### config.mk
export PLATFORM = sky130hd
export DESIGN_NAME = bram_dwc_wcb
export DESIGN_NICKNAME = d
export VERILOG_FILES = /design/src/rtl/bram_dwc_wcb.sv
export SDC_FILE = /design/constraint.sdc
export NUM_CORES = 1
export LEC_CHECK = 0
export CAP_MARGIN = 30
export CORE_MARGIN = 10
export CORE_UTILIZATION = 48
export CTS_CLUSTER_SIZE = 10
export DETAILED_ROUTE_END_ITERATION = 10
export PLACE_DENSITY = 0.77
export SYNTH_ARGS = -nofsm -noshare
export SYNTH_HDL_FRONTEND = slang
export SYNTH_SLANG_ARGS = --single-unit
### constraint.sdc
create_clock -name Clk_CI -period 19.22 [get_ports Clk_CI]
set_input_delay 3.844 -clock Clk_CI [delete_from_list [all_inputs] [get_ports Clk_CI]]
set_output_delay 3.844 -clock Clk_CI [all_outputs]
set_load 0.01 [all_outputs]
### src/rtl/bram_dwc_wcb.sv
// Narrow-master to wide-slave BRAM data width converter with a one-line write-combining buffer.
// Partial master writes merge into one wide line; reads see pending bytes through a return-path overlay.
module bram_dwc_wcb #(
    parameter  int ADDR_BITW     = 32,
    parameter  int MST_DATA_BITW = 32,
    parameter  int SLV_DATA_BITW = 96,
    parameter  int RD_LATENCY    = 1,
    parameter  int FLUSH_TIMEOUT = 4,
    localparam int MST_BYTES     = MST_DATA_BITW / 8,
    localparam int SLV_BYTES     = SLV_DATA_BITW / 8
) (
    input  logic                     Clk_CI,
    input  logic                     Rst_RI,
    input  logic                     MstEn_SI,
    input  logic [ADDR_BITW-1:0]     MstAddr_SI,
    input  logic [MST_BYTES-1:0]     MstWrEn_SI,
    input  logic [MST_DATA_BITW-1:0] MstWr_DI,
    output logic [MST_DATA_BITW-1:0] MstRd_DO,
    output logic                     SlvEn_SO,
    output logic [ADDR_BITW-1:0]     SlvAddr_SO,
    output logic [SLV_BYTES-1:0]     SlvWrEn_SO,
    output logic [SLV_DATA_BITW-1:0] SlvWr_DO,
    input  logic [SLV_DATA_BITW-1:0] SlvRd_DI,
    input  logic                     Flush_SI,
    output logic                     Pending_SO
);

    localparam int RATIO  = SLV_DATA_BITW / MST_DATA_BITW;
    localparam int LANE_W = (RATIO > 1) ? $clog2(RATIO) : 1;
    localparam int CNT_W  = $clog2(FLUSH_TIMEOUT + 1);

    typedef struct packed {
        logic                     valid;
        logic [LANE_W-1:0]        lane;
        logic [SLV_DATA_BITW-1:0] data;
        logic [SLV_BYTES-1:0]     mask;
    } rd_pipe_t;

    logic [SLV_DATA_BITW-1:0] buf_d;
    logic [SLV_BYTES-1:0]     buf_be;
    logic [ADDR_BITW-1:0]     buf_line;
    logic [CNT_W-1:0]         idle_cnt;
    rd_pipe_t                 rd_pipe [RD_LATENCY];

    logic [ADDR_BITW-1:0]     mst_word;
    logic [ADDR_BITW-1:0]     mst_line;
    logic [LANE_W-1:0]        mst_lane;
    logic                     pending;
    logic                     mst_wr;
    logic                     mst_rd;
    logic                     same_line;
    logic                     line_hit;
    logic                     flush_free;
    logic [SLV_BYTES-1:0]     wr_be_wide;
    logic [SLV_DATA_BITW-1:0] wr_d_wide;
    logic [SLV_DATA_BITW-1:0] buf_d_merged;
    logic [SLV_DATA_BITW-1:0] rd_merged;
    rd_pipe_t                 rd_in;
    rd_pipe_t                 rd_head;

    // Constant divisors, so RATIO and MST_BYTES need not be powers of two.
    assign mst_word   = MstAddr_SI / ADDR_BITW'(MST_BYTES);
    assign mst_line   = mst_word / ADDR_BITW'(RATIO);
    assign mst_lane   = LANE_W'(mst_word % ADDR_BITW'(RATIO));

    assign pending    = |buf_be;
    assign mst_wr     = MstEn_SI & (|MstWrEn_SI);
    assign mst_rd     = MstEn_SI & ~(|MstWrEn_SI);
    assign same_line  = (mst_line == buf_line);
    assign line_hit   = pending & same_line;
    assign flush_free = !MstEn_SI && pending &&
                        (Flush_SI || idle_cnt >= CNT_W'(FLUSH_TIMEOUT - 1));
    assign Pending_SO = pending & ~Rst_RI;
    assign rd_head    = rd_pipe[RD_LATENCY-1];

    // NOTE: every always_comb output gets a default first so no latch is inferred.
    always_comb begin
        wr_be_wide = '0;
        wr_d_wide  = '0;
        for (int i = 0; i < RATIO; i++) begin
            if (mst_lane == LANE_W'(i)) begin
                wr_be_wide[i*MST_BYTES +: MST_BYTES]         = MstWrEn_SI;
                wr_d_wide[i*MST_DATA_BITW +: MST_DATA_BITW] = MstWr_DI;
            end
        end
        buf_d_merged = buf_d;
        for (int b = 0; b < SLV_BYTES; b++) begin
            if (wr_be_wide[b]) buf_d_merged[b*8 +: 8] = wr_d_wide[b*8 +: 8];
        end
    end

    // A read to the pending line doubles as its flush; the captured bytes overlay the return.
    always_comb begin
        SlvEn_SO   = 1'b0;
        SlvAddr_SO = '0;
        SlvWrEn_SO = '0;
        SlvWr_DO   = '0;
        if (!Rst_RI) begin
            if (mst_rd) begin
                SlvEn_SO   = 1'b1;
                SlvAddr_SO = mst_line * ADDR_BITW'(SLV_BYTES);
                if (line_hit) begin
                    SlvWrEn_SO = buf_be;
                    SlvWr_DO   = buf_d;
                end
            end else if ((mst_wr && pending && !same_line) || flush_free) begin
                SlvEn_SO   = 1'b1;
                SlvAddr_SO = buf_line * ADDR_BITW'(SLV_BYTES);
                SlvWrEn_SO = buf_be;
                SlvWr_DO   = buf_d;
            end
        end
    end

    always_comb begin
        rd_in       = '0;
        rd_in.valid = mst_rd;
        rd_in.lane  = mst_lane;
        rd_in.data  = buf_d;
        rd_in.mask  = line_hit ? buf_be : '0;
    end

    // NOTE: sequential state uses non-blocking assignments so all registers update together.
    always_ff @(posedge Clk_CI) begin
        if (Rst_RI) begin
            buf_d    <= '0;
            buf_be   <= '0;
            buf_line <= '0;
            idle_cnt <= '0;
            for (int i = 0; i < RD_LATENCY; i++) rd_pipe[i] <= '0;
        end else begin
            if (mst_wr) begin
                buf_line <= mst_line;
                buf_d    <= buf_d_merged;
                buf_be   <= (pending && !same_line) ? wr_be_wide : (buf_be | wr_be_wide);
                idle_cnt <= '0;
            end else if (mst_rd) begin
                if (line_hit) buf_be <= '0;
                idle_cnt <= '0;
            end else if (flush_free) begin
                buf_be   <= '0;
                idle_cnt <= '0;
            end else if (pending && idle_cnt != CNT_W'(FLUSH_TIMEOUT)) begin
                idle_cnt <= idle_cnt + 1'b1;
            end
            rd_pipe[0] <= rd_in;
            for (int i = 1; i < RD_LATENCY; i++) rd_pipe[i] <= rd_pipe[i-1];
        end
    end

    always_comb begin
        rd_merged = SlvRd_DI;
        for (int b = 0; b < SLV_BYTES; b++) begin
            if (rd_head.mask[b]) rd_merged[b*8 +: 8] = rd_head.data[b*8 +: 8];
        end
        MstRd_DO = '0;
        if (!Rst_RI && rd_head.valid) begin
            for (int i = 0; i < RATIO; i++) begin
                if (rd_head.lane == LANE_W'(i))
                    MstRd_DO = rd_merged[i*MST_DATA_BITW +: MST_DATA_BITW];
            end
        end
    end

endmodule

==> flow_metrics.py <==
metrics = {
    "yosys": {
        "synth_cell_types": 90,
        "syn_inst": 2172,
        "synthArstFlopShare": 0,
        "yosysTopAreaCell": "dfxtp_1",
        "postSynth.topFlopCell": "dfxtp_1",
        "synth-seq-cells": 251,
        "ys_seq_area_frac": 0.2969,
        "synth.avg_cell_area_sq_um": 7.791,
        "synth_fa_ha_area_frac": 0.04806,
        "synth_edf_count": 0,
        "synth-compound-area-share": 0.2109,
        "yosys.area.top_type_share": 0.2969,
        "synth_top_family_by_area": "simple AND/OR/NAND/NOR gates",
        "synthSimpleGateAreaFrac": 0.2178,
        "syn-cell-area_sq_um": 16920,
        "synthXorXnorAreaFrac": 0.04192,
        "synth_warnings": 0,
        "muxShareOfSynthArea": 0.1101,
        "yosys-top-cells-area": "dfxtp_1 (30%), mux2i_1 (11%), nor2_1 (6.1%), nand2b_1 (5.5%), ha_1 (4.5%)",
    },
    "drt": {
        "drc": 0,
        "wl_mm": 61.47,
        "detail_route.vias_per_cell": 5.661,
        "first_pass_iters": 8,
        "wl_per_cell_um": 19.73,
        "drt_iter0_drc": 1048,
        "num_vias": 17630,
        "postRouteAntennaNets": 0,
    },
    "clocking": {
        "clock_path_buffers": 3,
        "cts_root_buf": "clkbuf_16",
        "h-tree-depth": 1,
        "clkLatencyLatePin_ns": 0.55,
        "cts_made_buffers": 29,
        "cts_hold_buf": 0,
        "clk_pin_slew_ns": 0.05,
        "cts_tree": "done",
        "numClockSinks": 251,
    },
    "global_routing": {
        "top_usage_layer": "met2",
        "grt_pass1_vias": 16980,
        "gr-usage-met1": 0.3193,
        "antenna_found_initial": 2,
        "grt_use_total": 0.2608,
        "overflow": 0,
        "grt_max_degree": 109,
        "grt_pass1_wl_mm": 94.07,
        "met2_usage": 0.4620,
        "use_met3": 0.04046,
    },
    "power": {
        "clockPowerShare": 0.240,
        "swShare": 0.3591,
        "combinationalPowerShare": 0.479,
        "cellPowerDensity_nw_per_um2": 83.70,
        "power.internal_mw": 1.291,
        "p_leak_nw": 10.62,
        "power_mw": 2.015,
        "peakVddDrop_uv": 63.82,
        "power_frac_seq": 0.281,
        "power_switching_mw": 0.7235,
    },
    "sta": {
        "worst_slew_pin_slew_ns": 0.8633,
        "skew_ns": 0.02351,
        "fmax_mhz": 51.43,
        "finalHoldViolCount": 0,
        "fin_ws_ns": -0.2227,
        "slew_viol_final": 0,
        "rsz0062_at_grt": "true",
        "setup_viol": 3,
        "maxSlewHeadroom": 0.4227,
        "period_needed_ns": 19.44,
        "finalCritPeriodShare": 1.012,
    },
    "die": {
        "io_pins": 342,
        "core_sq_um": 34630,
        "num_rows": 68,
        "die_h_um": 207.8,
        "initial_core_util": 0.4887,
        "die_x_um": 207.8,
        "die_area_sq_um": 43170,
    },
    "layout": {
        "n_antenna_cell": 0,
        "drive_gt1_frac": 0.1733,
        "synthToLayoutAreaGrowth_pct": 42.22,
        "final_nets": 2888,
    },
    "placement": {
        "dp_hpwl_mm": 44.47,
        "post-place-ws_ns": -1.909,
        "gp_congestion": 0.9518,
        "io_buffer_count": 337,
    },
    "worst_setup_path": {
        "cp_top_family": "compound AO/OA/AOI/OAI gates",
        "cp_common_cell": "a21oi_2",
        "worst-path-max-fanout": 7,
        "cp-end-kind": "primary output",
        "max_stage_delay_ns": 0.52,
        "cp.arrival_ns": 15.60,
        "critical_path_depth": 61,
        "cp-start-kind": "input pin",
        "worstSetupPathType": "input pin to primary output",
        "worst-r2r-cell-count": 17,
        "crit_buf_inv": 7,
        "cp_slowest_cell": "or4bb_1",
        "required_ns": 15.38,
    },
    "status": {
        "outcome": "finished, violations left",
        "violations": "negative setup slack",
    },
    "run": {
        "maxCapViolCount": 0,
    },
    "hold_path": {
        "hold_depth": 2,
        "min_path_type": "register to register",
    },
}
==> logic make-up after synthesis <==
| family | after synthesis |
|---|---|
| and+or+nand+nor | 749 |
| adders and majority gates | 64 |
| buffers and inverters | 314 |
| AOI/OAI and AO/OA | 526 |
| xor gates and xnor gates | 81 |
| DFF | 251 |
| muxes | 186 |
| other | 1 |
==> power groups by stage <==
stage / clock, mW / sequential [mW] / combinational [mW]
2_1_floorplan: 0 / 0.573 / 0.492
3_3_place_gp: 0 / 0.576 / 0.732
3_5_place_dp: 0 / 0.577 / 0.750
4_1_cts: 0.491 / 0.566 / 0.867
5_1_grt: 0.511 / 0.569 / 1.04
6_report: 0.483 / 0.567 / 0.964
==> area by class of cell <==
cell class / instances / area (sq um)
repair buffers: 594 / 5423
fillers: 2726 / 10560
inverters: 173 / 649.4
well taps: 455 / 569.3
flip-flops and latches: 251 / 5025
multi-input cells: 1608 / 11610
clock buffers: 31 / 733.2
clock inverters: 3 / 55.05
==> final timing paths <==
path                     to           start  slack (ns)
min reg2reg  rd_pipe[0][84]       buf_d[72]        0.46
min          rd_pipe[0][84]       buf_d[72]        0.46
max reg2reg   rd_pipe[0][4]    buf_line[27]       14.52
max          SlvAddr_SO[31]  MstAddr_SI[28]       -0.22
==> Yosys cell counts, types with 46 or more instances <==
master	n
mux2i_1	185
nor2_1	275
nand2b_1	149
a211oi_1	46
inv_1	168
dfxtp_1	251
nand2_1	102
ha_1	61
xnor2_1	61
a21oi_1	139
o21ai_0	98
nor3_1	50
clkbuf_1	99
==> tightest hold or removal path: stages, from the launching register on <==
cell and delay [ns]:
dfxtp_1 0.30, nand2b_1 0.09, inv_1 0.06
==> state kept, by name, summed over array words and instances, names as in the netlist <==
register  count
rd_pipe     111
buf_d        96
buf_line     29
buf_be       12
idle_cnt      3
==> layout by cell type, fill, tap and decap left out, types with 13 or more instances in the layout <==
cell type,instances
a211o_1,18
a211oi_1,41
a21oi_1,110
a21oi_2,29
a22oi_1,20
and2_1,15
and3_1,39
buf_4,224
buf_6,32
clkbuf_16,29
clkdlybuf4s50_1,318
dfxtp_1,251
ha_1,58
inv_1,167
mux2i_1,183
nand2_1,95
nand2b_1,147
nand3_1,33
nor2_1,262
nor2b_1,22
nor3_1,43
o21a_1,15
o21ai_0,85
o21bai_1,30
o22ai_1,13
xnor2_1,57
xor2_1,20
==> timing repair <==
item                                    4_1_cts  5_1_grt
gates cloned                                  1        0
pin swaps                                    69      109
buffers inserted                             65       26
resized for setup                           139      156
endpoints found under the setup margin       15       15
==> stage by stage <==
step / cell area, sq um / std cells / TNS, ns / utilization / hold slack, ns
after floorplan: 16940 / 2173 / 0 / - / 0.4317
after global placement: 21580 / 2995 / -13.83 / 0.6232 / 0.4414
after detailed placement: 21620 / 2997 / -16.19 / 0.6242 / 0.4496
after CTS: 23310 / 3095 / -1.039 / 0.6731 / 0.4624
after global routing: 24070 / 3115 / -3.022 / 0.6950 / 0.4852
final: 24070 / 3115 / -0.3487 / 0.6950 / 0.4554
==> routing by layer <==
layer  wire [um]  vias up
met3        3848       87
met4        1484        4
li1            -     8567
met2       30310      618
met1       25800     8357
met5          27        -
Note: power is estimated with default switching activity, not from simulation.
